**src/rtl/run_detect_sched_pkg.sv**
```systemverilog
// -----------------------------------------------------------------------------
// run_detect_sched_pkg
// Shared definitions for the run-length detector scheduler.
//   state_t         : scheduler FSM state encoding (3 bits)
//   DEF_NREQ        : default number of requesters
//   DEF_WORD_W      : default bits per job word
//   DEF_RUN_LEN     : default run length that raises detection
//   DEF_CNT_W       : default hit counter width
// -----------------------------------------------------------------------------
package run_detect_sched_pkg;

    typedef enum logic [2:0] {
        ST_IDLE  = 3'd0,
        ST_LOAD  = 3'd1,
        ST_SHIFT = 3'd2,
        ST_TAIL  = 3'd3,
        ST_DONE  = 3'd4
    } state_t;

    localparam int DEF_NREQ    = 2;
    localparam int DEF_WORD_W  = 8;
    localparam int DEF_RUN_LEN = 4;
    localparam int DEF_CNT_W   = 4;

endpackage

```
**src/rtl/run_detect_sched_detector.sv**
```systemverilog
// -----------------------------------------------------------------------------
// run_detector
// Run-length sequence detector: raises z while the current run of equal bits
// is at least RUN_LEN long. The run counter saturates at RUN_LEN, so
// overlapping runs keep z high on every further equal bit.
//   i_clk  : system clock, rising edge
//   i_rst  : synchronous active-high reset
//   i_clr  : synchronous clear (start of a new job)
//   i_en   : consume i_w at the end of this cycle
//   i_w    : serial input bit
//   o_z    : registered (Moore) detection output
// -----------------------------------------------------------------------------
module run_detector
    import run_detect_sched_pkg::*;
#(
    parameter int RUN_LEN = DEF_RUN_LEN
) (
    input  logic i_clk,
    input  logic i_rst,
    input  logic i_clr,
    input  logic i_en,
    input  logic i_w,
    output logic o_z
);

    localparam int RW = $clog2(RUN_LEN + 1);

    logic [RW-1:0] r_run;
    logic [RW-1:0] w_run_next;
    logic          r_last;
    logic          r_z;

    // A run length of zero marks "nothing seen since clear", so the first bit
    // always starts a fresh run of 1 regardless of the stale last-bit value.
    always_comb begin
        w_run_next = r_run;
        if (r_run == '0 || i_w != r_last) begin
            w_run_next = RW'(1);
        end else if (r_run != RW'(RUN_LEN)) begin
            w_run_next = r_run + RW'(1);
        end
    end

    // Clear and reset both drop the run so nothing carries across jobs.
    always_ff @(posedge i_clk) begin
        if (i_rst || i_clr) begin
            r_run  <= '0;
            r_last <= 1'b0;
            r_z    <= 1'b0;
        end else if (i_en) begin
            r_run  <= w_run_next;
            r_last <= i_w;
            r_z    <= (w_run_next == RW'(RUN_LEN));
        end
    end

    assign o_z = r_z;

endmodule

```
**src/rtl/run_detect_sched.sv**
```systemverilog
// -----------------------------------------------------------------------------
// run_detect_sched
// Round-robin scheduler sharing one run_detector among NREQ requesters. A
// granted word is shifted MSB-first through the detector and the number of
// detections is reported with a one-cycle done pulse.
//   i_clk        : system clock, rising edge
//   i_rst        : synchronous active-high reset
//   i_req        : per-requester request, held with data until grant
//   i_data       : requester i word at [i*WORD_W +: WORD_W]
//   o_grant      : one-hot pulse while the granted word is captured
//   o_busy       : high in every state except IDLE
//   o_w_out      : bit currently presented to the detector
//   o_z_out      : detector output
//   o_done       : one-cycle pulse at job end
//   o_done_id    : ID of the completed job, held until next LOAD
//   o_hit_count  : detections in the completed job, held until next LOAD
// -----------------------------------------------------------------------------
module run_detect_sched
    import run_detect_sched_pkg::*;
#(
    parameter int NREQ    = DEF_NREQ,
    parameter int WORD_W  = DEF_WORD_W,
    parameter int RUN_LEN = DEF_RUN_LEN,
    parameter int CNT_W   = DEF_CNT_W,
    parameter int IDW     = (NREQ > 1) ? $clog2(NREQ) : 1
) (
    input  logic                     i_clk,
    input  logic                     i_rst,
    input  logic [NREQ-1:0]          i_req,
    input  logic [NREQ*WORD_W-1:0]   i_data,
    output logic [NREQ-1:0]          o_grant,
    output logic                     o_busy,
    output logic                     o_w_out,
    output logic                     o_z_out,
    output logic                     o_done,
    output logic [IDW-1:0]           o_done_id,
    output logic [CNT_W-1:0]         o_hit_count
);

    localparam int KW = $clog2(WORD_W);

    state_t              r_state;
    logic [IDW-1:0]      r_ptr;
    logic [IDW-1:0]      r_sel;
    logic [WORD_W-1:0]   r_word;
    logic [KW-1:0]       r_k;
    logic [NREQ-1:0]     r_grant;
    logic                r_done;
    logic [IDW-1:0]      r_done_id;
    logic [CNT_W-1:0]    r_hit;

    logic                w_found;
    logic [IDW-1:0]      w_sel;
    logic [IDW-1:0]      w_cand;
    logic                w_z;
    logic                w_det_clr;
    logic                w_det_en;
    logic                w_count;

    // Scan requesters starting at the pointer and wrapping; the first one
    // found wins, which gives strict round-robin once the pointer advances
    // past each served requester.
    always_comb begin
        w_found = 1'b0;
        w_sel   = '0;
        w_cand  = '0;
        for (int i = 0; i < NREQ; i++) begin
            w_cand = IDW'((int'(r_ptr) + i) % NREQ);
            if (!w_found && i_req[w_cand]) begin
                w_found = 1'b1;
                w_sel   = w_cand;
            end
        end
    end

    // z_out lags the consumed bit by one cycle, so SHIFT k=0 still shows the
    // cleared detector and TAIL shows the result of the last bit.
    assign w_count = w_z && (r_hit != '1) &&
                     ((r_state == ST_TAIL) || (r_state == ST_SHIFT && r_k != '0));

    // Main sequencer. The word is kept in a shift register whose MSB drives
    // the detector; the final shift is skipped so w_out holds through TAIL.
    always_ff @(posedge i_clk) begin
        if (i_rst) begin
            r_state   <= ST_IDLE;
            r_ptr     <= '0;
            r_sel     <= '0;
            r_word    <= '0;
            r_k       <= '0;
            r_grant   <= '0;
            r_done    <= 1'b0;
            r_done_id <= '0;
            r_hit     <= '0;
        end else begin
            r_grant <= '0;
            r_done  <= 1'b0;
            if (w_count) begin
                r_hit <= r_hit + CNT_W'(1);
            end
            case (r_state)
                ST_IDLE: begin
                    if (w_found) begin
                        r_sel   <= w_sel;
                        r_grant <= NREQ'(1) << w_sel;
                        r_state <= ST_LOAD;
                    end
                end
                ST_LOAD: begin
                    r_word  <= i_data[int'(r_sel)*WORD_W +: WORD_W];
                    r_hit   <= '0;
                    r_k     <= '0;
                    r_state <= ST_SHIFT;
                end
                ST_SHIFT: begin
                    if (r_k == KW'(WORD_W - 1)) begin
                        r_state <= ST_TAIL;
                    end else begin
                        r_k    <= r_k + KW'(1);
                        r_word <= r_word << 1;
                    end
                end
                ST_TAIL: begin
                    r_done    <= 1'b1;
                    r_done_id <= r_sel;
                    r_state   <= ST_DONE;
                end
                ST_DONE: begin
                    r_ptr   <= (r_sel == IDW'(NREQ - 1)) ? '0 : r_sel + IDW'(1);
                    r_state <= ST_IDLE;
                end
                default: begin
                    r_state <= ST_IDLE;
                end
            endcase
        end
    end

    assign w_det_clr = (r_state == ST_LOAD);
    assign w_det_en  = (r_state == ST_SHIFT);

    run_detector #(
        .RUN_LEN (RUN_LEN)
    ) u_det (
        .i_clk (i_clk),
        .i_rst (i_rst),
        .i_clr (w_det_clr),
        .i_en  (w_det_en),
        .i_w   (o_w_out),
        .o_z   (w_z)
    );

    assign o_grant     = r_grant;
    assign o_busy      = (r_state != ST_IDLE);
    assign o_w_out     = r_word[WORD_W-1];
    assign o_z_out     = w_z;
    assign o_done      = r_done;
    assign o_done_id   = r_done_id;
    assign o_hit_count = r_hit;

endmodule

```
**config.mk**
```make
export PLATFORM = sky130hd
export DESIGN_NAME = run_detect_sched
export DESIGN_NICKNAME = d
export VERILOG_FILES = /design/src/rtl/run_detect_sched_pkg.sv /design/src/rtl/run_detect_sched_detector.sv /design/src/rtl/run_detect_sched.sv
export SDC_FILE = /design/constraint.sdc
export NUM_CORES = 1
export LEC_CHECK = 0
export ABC_AREA = 1
export CORE_MARGIN = 4
export CORE_UTILIZATION = 55
export DETAILED_ROUTE_END_ITERATION = 6
export GPL_TIMING_DRIVEN = 0
export MAX_ROUTING_LAYER = met4
export PLACE_DENSITY = 0.84
export SLEW_MARGIN = 10
export SYNTH_ARGS = -nofsm -noshare
export SYNTH_HDL_FRONTEND = slang
export SYNTH_SLANG_ARGS = --single-unit
```
**constraint.sdc**
```tcl
create_clock -name i_clk -period 3.7 [get_ports i_clk]
set_input_delay 1.11 -clock i_clk [delete_from_list [all_inputs] [get_ports i_clk]]
set_output_delay 1.11 -clock i_clk [all_outputs]
set_load 0.01 [all_outputs]
```
==> flow_summary.json, run 1 <==
{
  "ant_nets": 0,
  "grt_pass1_wl_um": 5390,
  "grt_pass1_vias": 1246,
  "crit_path_end_kind": "primary output",
  "peakVddDrop_mv": 0.417,
  "grtUsageTotal_pct": 20.2,
  "synth_area_mm2": 0.00155,
  "ctsHtreeMaxLevel": 2,
  "cp.depth": 3,
  "ys.flop_type": "dfxtp_1",
  "setup-violations-final": 0,
  "vias": 1447,
  "clk_latency_ns": 0.34,
  "yosysTopAreaCell": "dfxtp_1",
  "worstPathRequired_ns": 2.59,
  "drtPass1Iterations": 4,
  "r2r_slack_ns": 2.31,
  "r2r-start": "r_k[0]",
  "grt_max_degree": 11,
  "fp.dieW_um": 61.1,
  "post_cts_resized": 0,
  "p_leak_uw": 0.000830,
  "rsz0062_at_grt": "false",
  "final_cell_mix": "nand2_1, clkdlybuf4s50_1, dfxtp_1, nor2_1, inv_1",
  "antenna_found_initial": 0,
  "layout_commonest_cell": "nand2_1",
  "tightestPinTransition_ns": 0.424,
  "reg2reg_to": "r_word[4]",
  "cts-root-buf": "clkbuf_4",
  "cp-start-kind": "register",
  "rr_worst_depth": 9,
  "drive_gt1_share_pct": 11.9,
  "pin_count": 31,
  "cp_num_buf_inv": 2,
  "yosys-top-cells-area": "dfxtp_1, nand2_1, nor2_1, ha_1, nand3_1",
  "path_delay_family": "buffers and inverters",
  "ys_seq_area_share_pct": 37.4,
  "post_cts_buffers": 0,
  "yosysTopAreaCellShare_pct": 37.4,
  "cp.arrival_ns": 1.49,
  "hold_buffers": 0,
  "area_growth_pct": 24.3,
  "clock_sinks": 29,
  "dieHeight_um": 61.1,
  "cts_inserted_buffers": 5,
  "finClkSkew_ns": 0.0112,
  "cp-startpoint": "r_state[1]",
  "core_mm2": 0.00273,
  "io_buffers": 29,
  "grt.overflow.total": 0,
  "worst_hold_path_type": "register to register",
  "powerDensity_mw_per_mm2": 410,
  "path_max_fanout": 6,
  "synthCells": 224,
  "viasPerCell": 4.96,
  "routabilityCongestion": 0.833,
  "path_cells": "inv_2 > nand2_1 > clkdlybuf4s50_1",
  "min_period_ns": 2.60,
  "fin_crit_sh_pct": 70.4,
  "crit_path_top_delay_cell": "clkdlybuf4s50_1",
  "fmax_mhz": 384,
  "die_area_mm2": 0.00374,
  "synth_nets": 250,
  "cap_violations": 0,
  "synth-edff-count": 0,
  "critical_path_class": "register to primary output",
  "tns_ns": 0,
  "async_flop_share_pct": 0,
  "drcViolationCount": 0,
  "hold_viol": 0,
  "ys_seq_elements": 29,
  "post-dp-hpwl_um": 2450,
  "crit_end": "o_busy",
  "final_max_slew_viol_count": 0,
  "ys_types": 28,
  "num_rows": 19,
  "clk_path_buf_depth": 2,
  "status": "finished, final reports clean",
  "antennaDiodeCount": 0,
  "whs_ns": 0.446,
  "fin_nets": 286,
  "slowest_delay_ns": 0.55,
  "dr.first_iter.drc_count": 73,
  "max-slew-margin-rel_pct": 71.7,
  "cts_tree": "yes",
  "start_util_pct": 56.8,
  "fillCellCount": 249,
  "drt_wl_total_um": 3310,
  "synth_area_per_cell_um2": 6.93,
  "avgRoutedWirePerCell_um": 11.3,
  "yosysWarnings": 0,
  "clk_pin_slew_ns": 0.09
}
==> through the flow <==
stage | std cells | cell area (um^2) | setup slack [ns] | utilization [%] | total power [uW]
4_1_cts | 292 | 1930 | 1.09 | 70.6 | 793
2_1_floorplan | 224 | 1550 | 1.87 | - | 538
6_report | 292 | 1930 | 1.10 | 70.6 | 792
3_3_place_gp | 284 | 1880 | 1.47 | 68.8 | 608
3_5_place_dp | 284 | 1880 | 1.47 | 68.8 | 613
5_1_grt | 292 | 1930 | 1.04 | 70.6 | 840
==> worst min-delay path, cell delays in order, from the launching register on <==
cell and delay [ns]:
dfxtp_1 0.32, inv_1 0.05, a21oi_1 0.05
==> logic make-up after synthesis <==
family / Yosys count / synth area share [%]
DFF: 29 / 37.4
adders and majority gates: 6 / 4.83
xor gates and xnor gates: 1 / 0.564
AOI/OAI and AO/OA: 30 / 11.0
buffers and inverters: 29 / 9.51
and+or+nand+nor: 129 / 36.7
==> how the worst min path moves through the flow <==
stage | cells after the start | end | startpoint
floorplan | 2 | u_det.r_last | u_det.r_last
global placement | 2 | o_done_id | o_done_id
detailed placement | 2 | o_done_id | o_done_id
CTS | 2 | o_done_id | o_done_id
global route | 2 | o_done_id | o_done_id
finish | 2 | o_done_id | o_done_id
==> synthesized netlist by cell type (4+ instances only) <==
cell and number:
a21oi_1 11, a21oi_2 4, dfxtp_1 29, ha_1 6, inv_1 17, nand2_1 72
nand2_2 6, nand3_1 15, nor2_1 24, o21ai_0 12
==> sequential cells by signal (all words and copies together), names as in the netlist, 2 cells and up <==
register	cells
r_word	8
o_grant	2
u_det.r_run	3
r_state	3
o_hit_count	4
r_k	3
==> power by group <==
part	switching, uW	internal (uW)	total (uW)
registers	22.2	345	367
clock network	109	75.6	185
logic	136	104	240
total	268	524	792
==> layer usage <==
metal	global-route usage (%)	routed length (um)	up-vias
met2	31.3	1560	23
met4	4.64	36	0
met5	-	0	-
met1	25.3	1570	638
li1	-	-	782
met3	6.92	145	4
==> cell type report <==
type / instances / area, um^2 / area share, %
Inverter: 22 / 85.1 / 4.41
Multi-Input combinational cell: 166 / 825 / 42.7
Sequential cell: 29 / 581 / 30.1
Timing Repair Buffer: 29 / 290 / 15.0
Clock buffer: 8 / 48.8 / 2.53
Tap cell: 31 / 38.8 / 2.01
Buffer: 7 / 62.6 / 3.24
(Power assumes the default switching activity.)
==> run 2, diff against run 1 <==
Settings changed: CORE_UTILIZATION 55 to 46, PLACE_DENSITY 0.84 to 0.75.
Clock period 3.7 ns to 2.2 ns, I/O delays scaled along.
==> run 2 against run 1 <==
Net effect:
- clock power increased by 69%
- setup slack got worse by 0.98 ns
- total power grew 68%
- sequential share of layout area decreased by 0.26 points
- first-iteration DRC count down 27%
- critical path type unchanged
- largest cell class unchanged
- largest power group unchanged
==> flow_summary.json, run 2 (same netlist as run 1, synthesis figures left out) <==
{
  "grt_pass1_wl_um": 5450,
  "powerDensity_mw_per_mm2": 680,
  "clock_sinks": 29,
  "regMostFlops": "r_word",
  "r2r_slack_ns": 0.83,
  "layout_commonest_cell": "nand2_1",
  "slowest_delay_ns": 0.53,
  "cap_violations": 0,
  "ant_nets": 0,
  "finClkSkew_ns": 0.00476,
  "dieHeight_um": 66.1,
  "antennaDiodeCount": 0,
  "area_growth_pct": 25.9,
  "post_cts_resized": 0,
  "worst_hold_path_type": "register to register",
  "worstPathRequired_ns": 1.54,
  "p_leak_uw": 0.000835,
  "rsz0062_at_grt": "false",
  "fp.dieW_um": 66.1,
  "largest_reg_flops": 8,
  "drcViolationCount": 0,
  "cp.arrival_ns": 1.42,
  "antenna_found_initial": 0,
  "fmax_mhz": 480,
  "path_cells": "nor2_4 > nand2_1 > clkdlybuf4s50_1",
  "avgRoutedWirePerCell_um": 10.7,
  "total_power_uw": 1330,
  "tightestPinTransition_ns": 0.422,
  "drt_wl_total_um": 3270,
  "dr.first_iter.drc_count": 53,
  "clk_path_buf_depth": 2,
  "critical_path_class": "register to primary output",
  "post_cts_buffers": 0,
  "hold_viol": 0,
  "max-slew-margin-rel_pct": 71.9,
  "grtUsageTotal_pct": 16.9,
  "post-dp-hpwl_um": 2540,
  "crit_path_end_kind": "primary output",
  "viasPerCell": 4.74,
  "drive_gt1_share_pct": 13.8,
  "setup_ws_ns": 0.118,
  "tns_ns": 0,
  "cp-startpoint": "r_state[2]",
  "r2r-start": "r_k[0]",
  "drtPass1Iterations": 4,
  "fillCellCount": 308,
  "cp-start-kind": "register",
  "final_cell_mix": "nand2_1, clkdlybuf4s50_1, dfxtp_1, nor2_1, inv_1",
  "grt_max_degree": 11,
  "reg2reg_to": "r_word[3]",
  "num_rows": 20,
  "path_max_fanout": 4,
  "status": "finished, final reports clean",
  "cts_tree": "yes",
  "place_ws_ns": 0.437,
  "peakVddDrop_mv": 0.436,
  "setup-violations-final": 0,
  "ctsHtreeMaxLevel": 2,
  "grt.overflow.total": 0,
  "vias": 1446,
  "core_mm2": 0.00315,
  "cts_inserted_buffers": 5,
  "clk_pin_slew_ns": 0.10,
  "final_max_slew_viol_count": 0,
  "grt_pass1_vias": 1223,
  "crit_end": "o_busy",
  "die_area_mm2": 0.00437,
  "start_util_pct": 49.2,
  "routabilityCongestion": 0.833,
  "fin_crit_sh_pct": 94.7,
  "fin_nets": 286,
  "hold_buffers": 0,
  "rr_worst_depth": 9,
  "io_buffers": 29,
  "pin_count": 31,
  "crit_path_top_delay_cell": "clkdlybuf4s50_1",
  "min_period_ns": 2.08,
  "clk_latency_ns": 0.33,
  "cts-root-buf": "clkbuf_4"
}
-- run 2: worst max-delay path: cells and delay by family, from the launching register on --
kind	cells	cell delay (ns)
buf+inv	1	0.53
flops	1	0.42
simple gates	2	0.14
-- run 2: where the power goes --
part | switching (uW) | total [uW] | internal (uW)
registers | 36.5 | 618 | 581
clock network | 193 | 313 | 120
logic | 225 | 399 | 175
-- run 2: final cells by class --
type / count / area, um^2 / area share [%]
multi-input combinational: 166 / 825 / 42.2
sequential: 29 / 583 / 29.8
timing repair buffer: 29 / 290 / 14.8
inverter: 22 / 85.1 / 4.35
buffer: 7 / 62.6 / 3.20
tap: 44 / 55.1 / 2.82
clock buffer: 5 / 37.5 / 1.92
clock inverter: 3 / 17.5 / 0.896
-- run 2: how the worst min path moves through the flow --
stage	start	to	cells after the start
3_3_place_gp	o_done_id	o_done_id	2
3_5_place_dp	o_done_id	o_done_id	2
2_1_floorplan	u_det.r_last	u_det.r_last	2
6_report	o_done_id	o_done_id	2
4_1_cts	o_done_id	o_done_id	2
5_1_grt	o_done_id	o_done_id	2
-- run 2: per-layer routing --
layer	wire [um]	vias to the layer above	global-route usage (%)
met5	0	-	-
met4	47	0	5.33
met3	113	6	5.78
met2	1510	18	25.3
met1	1600	635	21.4
li1	-	787	-
-- run 2: stage by stage --
step,hold slack [ns],util [%],area (um^2),cells
after CTS,0.460,61.9,1950,305
final,0.454,62.0,1960,305
after global placement,0.437,60.2,1900,297
after floorplan,0.443,-,1550,224
after global routing,0.498,62.0,1960,305
after detailed placement,0.444,60.2,1900,297
